### config.mk
export PLATFORM = sky130hd
export DESIGN_NAME = regfile_context_sequencer
export DESIGN_NICKNAME = d
export VERILOG_FILES = /design/src/rtl/regfile_context_sequencer.sv
export SDC_FILE = /design/constraint.sdc
export NUM_CORES = 1
export LEC_CHECK = 0
export ABC_AREA = 1
export BUFFER_PORTS_ARGS = -buffer_cell sky130_fd_sc_hd__buf_4
export CORE_ASPECT_RATIO = 0.7
export CORE_MARGIN = 2
export CORE_UTILIZATION = 41
export DETAILED_ROUTE_END_ITERATION = 8
export PLACE_DENSITY = 0.82
export SYNTH_ARGS = -nofsm -noshare
export SYNTH_HDL_FRONTEND = slang
export SYNTH_SLANG_ARGS = --single-unit
### constraint.sdc
create_clock -name clk -period 5.2 [get_ports clk]
set_clock_uncertainty 0.15 [all_clocks]
set_input_delay 0.52 -clock clk [delete_from_list [all_inputs] [get_ports clk]]
set_output_delay 0.52 -clock clk [all_outputs]
set_load 0.005 [all_outputs]
### src/rtl/regfile_context_sequencer.sv
// Context save/restore sequencer: walks an inclusive register index range, streaming
// register bytes out (save) or committing a byte stream through the write port (restore).
module regfile_context_sequencer #(
  parameter int NUM_REGS = 16,
  parameter int ADDR_W   = 4
) (
  input  logic              clk,
  input  logic              reset,
  input  logic              save_req,
  input  logic              restore_req,
  input  logic [ADDR_W-1:0] range_lo,
  input  logic [ADDR_W-1:0] range_hi,
  output logic              busy,
  output logic              done,
  output logic              err,
  output logic [ADDR_W-1:0] rf_read_addr,
  input  logic [7:0]        rf_read_data,
  output logic [ADDR_W-1:0] rf_write_addr,
  output logic [7:0]        rf_write_data,
  output logic              rf_write_enable,
  output logic              out_valid,
  output logic [7:0]        out_data,
  output logic [ADDR_W-1:0] out_idx,
  input  logic              out_ready,
  input  logic              in_valid,
  input  logic [7:0]        in_data,
  output logic              in_ready
);

  typedef enum logic [1:0] {IDLE, SAVE, RESTORE, DONE} state_t;

  localparam logic [ADDR_W-1:0] LAST_IDX = ADDR_W'(NUM_REGS - 1);

  state_t            state;
  state_t            state_next;
  logic [ADDR_W-1:0] idx;
  logic [ADDR_W-1:0] hi;
  logic              err_flag;
  logic              start;
  logic              empty;
  logic              xfer;
  logic              last;

  assign start = save_req || restore_req;
  assign empty = range_lo > range_hi;
  // The top index also ends the walk so idx can never wrap back to 0.
  assign last  = (idx == hi) || (idx == LAST_IDX);

  // Data paths are unqualified; the strobes alone say when they mean anything.
  assign out_data      = rf_read_data;
  assign rf_write_data = in_data;

  always_ff @(posedge clk) begin
    if (!reset) begin
      state <= IDLE;
    end else begin
      state <= state_next;
    end
  end

  always_comb begin
    state_next      = state;
    busy            = 1'b0;
    done            = 1'b0;
    err             = 1'b0;
    rf_read_addr    = '0;
    rf_write_addr   = '0;
    rf_write_enable = 1'b0;
    out_valid       = 1'b0;
    out_idx         = '0;
    in_ready        = 1'b0;
    xfer            = 1'b0;
    case (state)
      IDLE: begin
        if (save_req) begin
          state_next = empty ? DONE : SAVE;
        end else if (restore_req) begin
          state_next = empty ? DONE : RESTORE;
        end
      end
      SAVE: begin
        busy         = 1'b1;
        out_valid    = 1'b1;
        rf_read_addr = idx;
        out_idx      = idx;
        xfer         = out_ready;
        if (xfer && last) begin
          state_next = DONE;
        end
      end
      RESTORE: begin
        busy            = 1'b1;
        in_ready        = 1'b1;
        rf_write_addr   = idx;
        rf_write_enable = in_valid;
        xfer            = in_valid;
        if (xfer && last) begin
          state_next = DONE;
        end
      end
      DONE: begin
        busy       = 1'b1;
        done       = 1'b1;
        err        = err_flag;
        state_next = IDLE;
      end
      default: state_next = IDLE;
    endcase
  end

  always_ff @(posedge clk) begin
    if (!reset) begin
      idx      <= '0;
      hi       <= '0;
      err_flag <= 1'b0;
    end else begin
      case (state)
        IDLE: begin
          if (start) begin
            idx      <= range_lo;
            hi       <= range_hi;
            err_flag <= empty;
          end
        end
        SAVE, RESTORE: begin
          if (xfer && !last) begin
            idx <= idx + 1'b1;
          end
        end
        DONE: err_flag <= 1'b0;
        default: ;
      endcase
    end
  end

endmodule

==> impl_metrics.json <==
{
  "status": "finished clean",
  "intPower_mw": 0.286,
  "worst_ir_drop_vdd_mv": 0.255,
  "drt_first_iter_violations": 14,
  "layout_commonest_cell": "sky130_fd_sc_hd__nand2_1",
  "htree_num_levels": 1,
  "ys_seq_area_frac": 0.211,
  "crit_path_max_incr_delay_ns": 0.34,
  "finalHoldViolCount": 0,
  "synth_xor_xnor_area_share": 0.00837,
  "crit-reg2reg-capture": "idx[0]",
  "async_reset_ff_frac": 0,
  "utilization": 0.486,
  "crit_family": "adder cells",
  "num_antenna_cells": 0,
  "cts_inserted_buffers": 3,
  "required_time_of_the_critical_path_ns": 4.53,
  "vias_per_cell": 4.56,
  "synth.cell_area_mm2": 0.00105,
  "ff2ff_path_depth": 7,
  "worst_setup_path_startpoint": "state[1]",
  "die_w_um": 64.4,
  "critPathMostFrequentCell": "sky130_fd_sc_hd__inv_1",
  "synthSimpleGateAreaFrac": 0.267,
  "critical_path_buf_inv_count": 3,
  "clock_tree.root_cell": "sky130_fd_sc_hd__clkbuf_4",
  "path_clk_slew_ns": 0.08,
  "finalCriticalPeriod_ns": 2.03,
  "worst_r2r_startpoint": "state[0]",
  "p_sw_mw": 0.278,
  "worstHoldPathType": "register to register",
  "clock_group_share_of_total_power": 0.112,
  "core_mm2": 0.00244,
  "initial_core_utilization": 0.429,
  "place.detailed.hpwl_mm": 1.71,
  "slew_viol_final": 0,
  "worstSkewPairLatency_ns": 0.28,
  "ant_nets": 0,
  "pwr-share-comb": 0.609,
  "tightest_slew_ns": 0.555,
  "layout-area-overhead-vs-synth_pct": 13.4,
  "dominantRegCellSynth": "sky130_fd_sc_hd__dfxtp_1",
  "cts_resized": 0,
  "power.share.switching": 0.493,
  "fin_setup_tns_ns": 0,
  "nets": 223,
  "detail_route.drc_violations": 0,
  "drive_above_1_share": 0.236,
  "cts.hold.buffers_added": 0,
  "routed-via-count": 984,
  "antenna_found_initial": 0,
  "postCtsSetupRepairBufs": 0,
  "criticalPathCategory": "register to primary output",
  "design.portCount": 64,
  "final_gp_congestion": 0.904,
  "multiInputGateArea_um2": 548,
  "crit_end_category": "primary output",
  "place.detailed.instances": 212,
  "power.density_cell_area_mw_per_mm2": 475,
  "p_leak_nw": 0.703,
  "synth-seq-cells": 11,
  "number_of_placement_rows": 15,
  "synth_warnings": 0,
  "syn_area_per_cell_um2": 6.23,
  "critical_path.startpoint_type": "register",
  "path_cells": "inv_1, ha_1, nand2_1, inv_1, buf_4",
  "routed_wirelength_mm": 2.18,
  "clock_sinks": 11,
  "max_cap_viol_count": 0,
  "worstHoldPathCells": 2,
  "numPortBuffers": 31,
  "filler_cell_count": 251,
  "mappedNetlistNets": 208,
  "finalNonFillerCells": 216,
  "setup_viol_count_final": 0,
  "die_y_um": 46.3,
  "maxSlewHeadroom": 0.627,
  "grt_pass1_vias": 813,
  "layout_common_cells": "48 x sky130_fd_sc_hd__nand2_1, 31 x sky130_fd_sc_hd__buf_4, 27 x sky130_fd_sc_hd__inv_1, 13 x sky130_fd_sc_hd__a21oi_1, 12 x sky130_fd_sc_hd__o21ai_0",
  "min_to": "hi[3]",
  "finalCritPeriodShare": 0.390,
  "largest_net_degree_at_the_start_of_global_routing": 10,
  "groute.usage.overall": 0.159,
  "min_from": "hi[3]",
  "register_area_um2": 220,
  "synth-compound-area-share": 0.129,
  "globalRoute.totalOverflow": 0,
  "synthesized_area_fraction_occupied_by_adder_cells": 0.120,
  "synth_top_family_by_area": "simple AND/OR/NAND/NOR gates",
  "synth_cell_type_count": 17,
  "crit_path_max_fanout": 7,
  "tritoncts": "built",
  "worst-r2r-setup-slack_ns": 3.25,
  "routed_wire_length_per_instance_um": 10.1,
  "synth_enable_flop_cells": 0,
  "max-clock-path-buffers": 2,
  "maxClockFrequency_mhz": 493,
  "whs_ns": 0.319,
  "synthMuxAreaShare": 0,
  "unrepaired_setup_endpoints_after_global_routing": "no",
  "cpMaxStageDelayCell": "sky130_fd_sc_hd__ha_1",
  "firstDrtPassIters": 4,
  "syn-instance-count": 168,
  "sequentialPowerShare": 0.279,
  "fp.dieArea_mm2": 0.00298,
  "timing.critical_path.arrival_ns": 1.36,
  "wire_length_of_the_first_global_routing_pass_mm": 3.57
}
==> tightest hold or removal path, cell delays in order, from the launching register on <==
cell and delay [ns]:
sky130_fd_sc_hd__dfxtp_1 0.31, sky130_fd_sc_hd__inv_1 0.06, sky130_fd_sc_hd__a21oi_1 0.05
==> cells in the mapped netlist (2+ instances only) <==
library cell	number	area, um^2
sky130_fd_sc_hd__nand2_1	48	180
sky130_fd_sc_hd__inv_1	27	101
sky130_fd_sc_hd__buf_4	20	150
sky130_fd_sc_hd__a21oi_1	13	65.1
sky130_fd_sc_hd__o21ai_0	12	60.1
sky130_fd_sc_hd__dfxtp_1	11	220
sky130_fd_sc_hd__ha_1	10	125
sky130_fd_sc_hd__nand3_1	6	30.0
sky130_fd_sc_hd__nor2_1	6	22.5
sky130_fd_sc_hd__inv_2	4	15.0
sky130_fd_sc_hd__nand2_2	4	25.0
sky130_fd_sc_hd__o21ai_1	2	10.0
==> power by group through the flow <==
stage / combinational, mW / sequential, mW / clock [mW]
3_3_place_gp: 0.334 / 0.157 / 0
5_1_grt: 0.395 / 0.162 / 0.0680
4_1_cts: 0.342 / 0.157 / 0.0632
3_5_place_dp: 0.339 / 0.159 / 0
2_1_floorplan: 0.271 / 0.143 / 0
6_report: 0.343 / 0.157 / 0.0632
==> worst max-delay path by stage <==
stage                       endpoint  cells past startpoint  slack (ns)
final                     out_idx[0]                      5        3.17
after global routing          idx[3]                      7        3.06
after floorplan               idx[0]                      7        3.49
after CTS                 out_idx[0]                      5        3.16
after global placement      state[1]                     10        3.26
after detailed placement    state[0]                     10        3.25
==> sequential cells by signal (all words and copies together), names as in the netlist <==
name / cells
state: 2
hi: 4
idx: 4
err_flag: 1
==> final cells by class <==
type / count / area share
multi-input cells: 105 / 0.462
repair buffers: 31 / 0.196
flip-flops and latches: 11 / 0.186
inverters: 31 / 0.0981
well taps: 34 / 0.0359
clock buffers: 4 / 0.0222
==> through the flow <==
step	power (mW)	setup WS (ns)	instance area [um^2]
2_1_floorplan	0.413	3.49	1050
6_report	0.563	3.17	1190
3_3_place_gp	0.491	3.26	1160
3_5_place_dp	0.497	3.25	1160
4_1_cts	0.562	3.16	1190
5_1_grt	0.625	3.06	1190
==> per-layer routing <==
metal	routed length [um]	global-route usage	vias to the layer above	part of all wire
met4	16	0.0511	0	0.0073
met1	1050	0.198	423	0.48
met3	159	0.0538	3	0.073
met5	0	0	-	0
met2	952	0.265	34	0.44
li1	-	-	524	-
==> cell families after synthesis <==
kind of cell | Yosys count
flip-flops | 11
buffers and inverters | 52
AND/OR/NAND/NOR | 67
AO/OA/AOI/OAI | 27
adder cells (fa/ha/maj) | 10
XOR/XNOR | 1
Note: power is estimated with default switching activity, not from simulation.
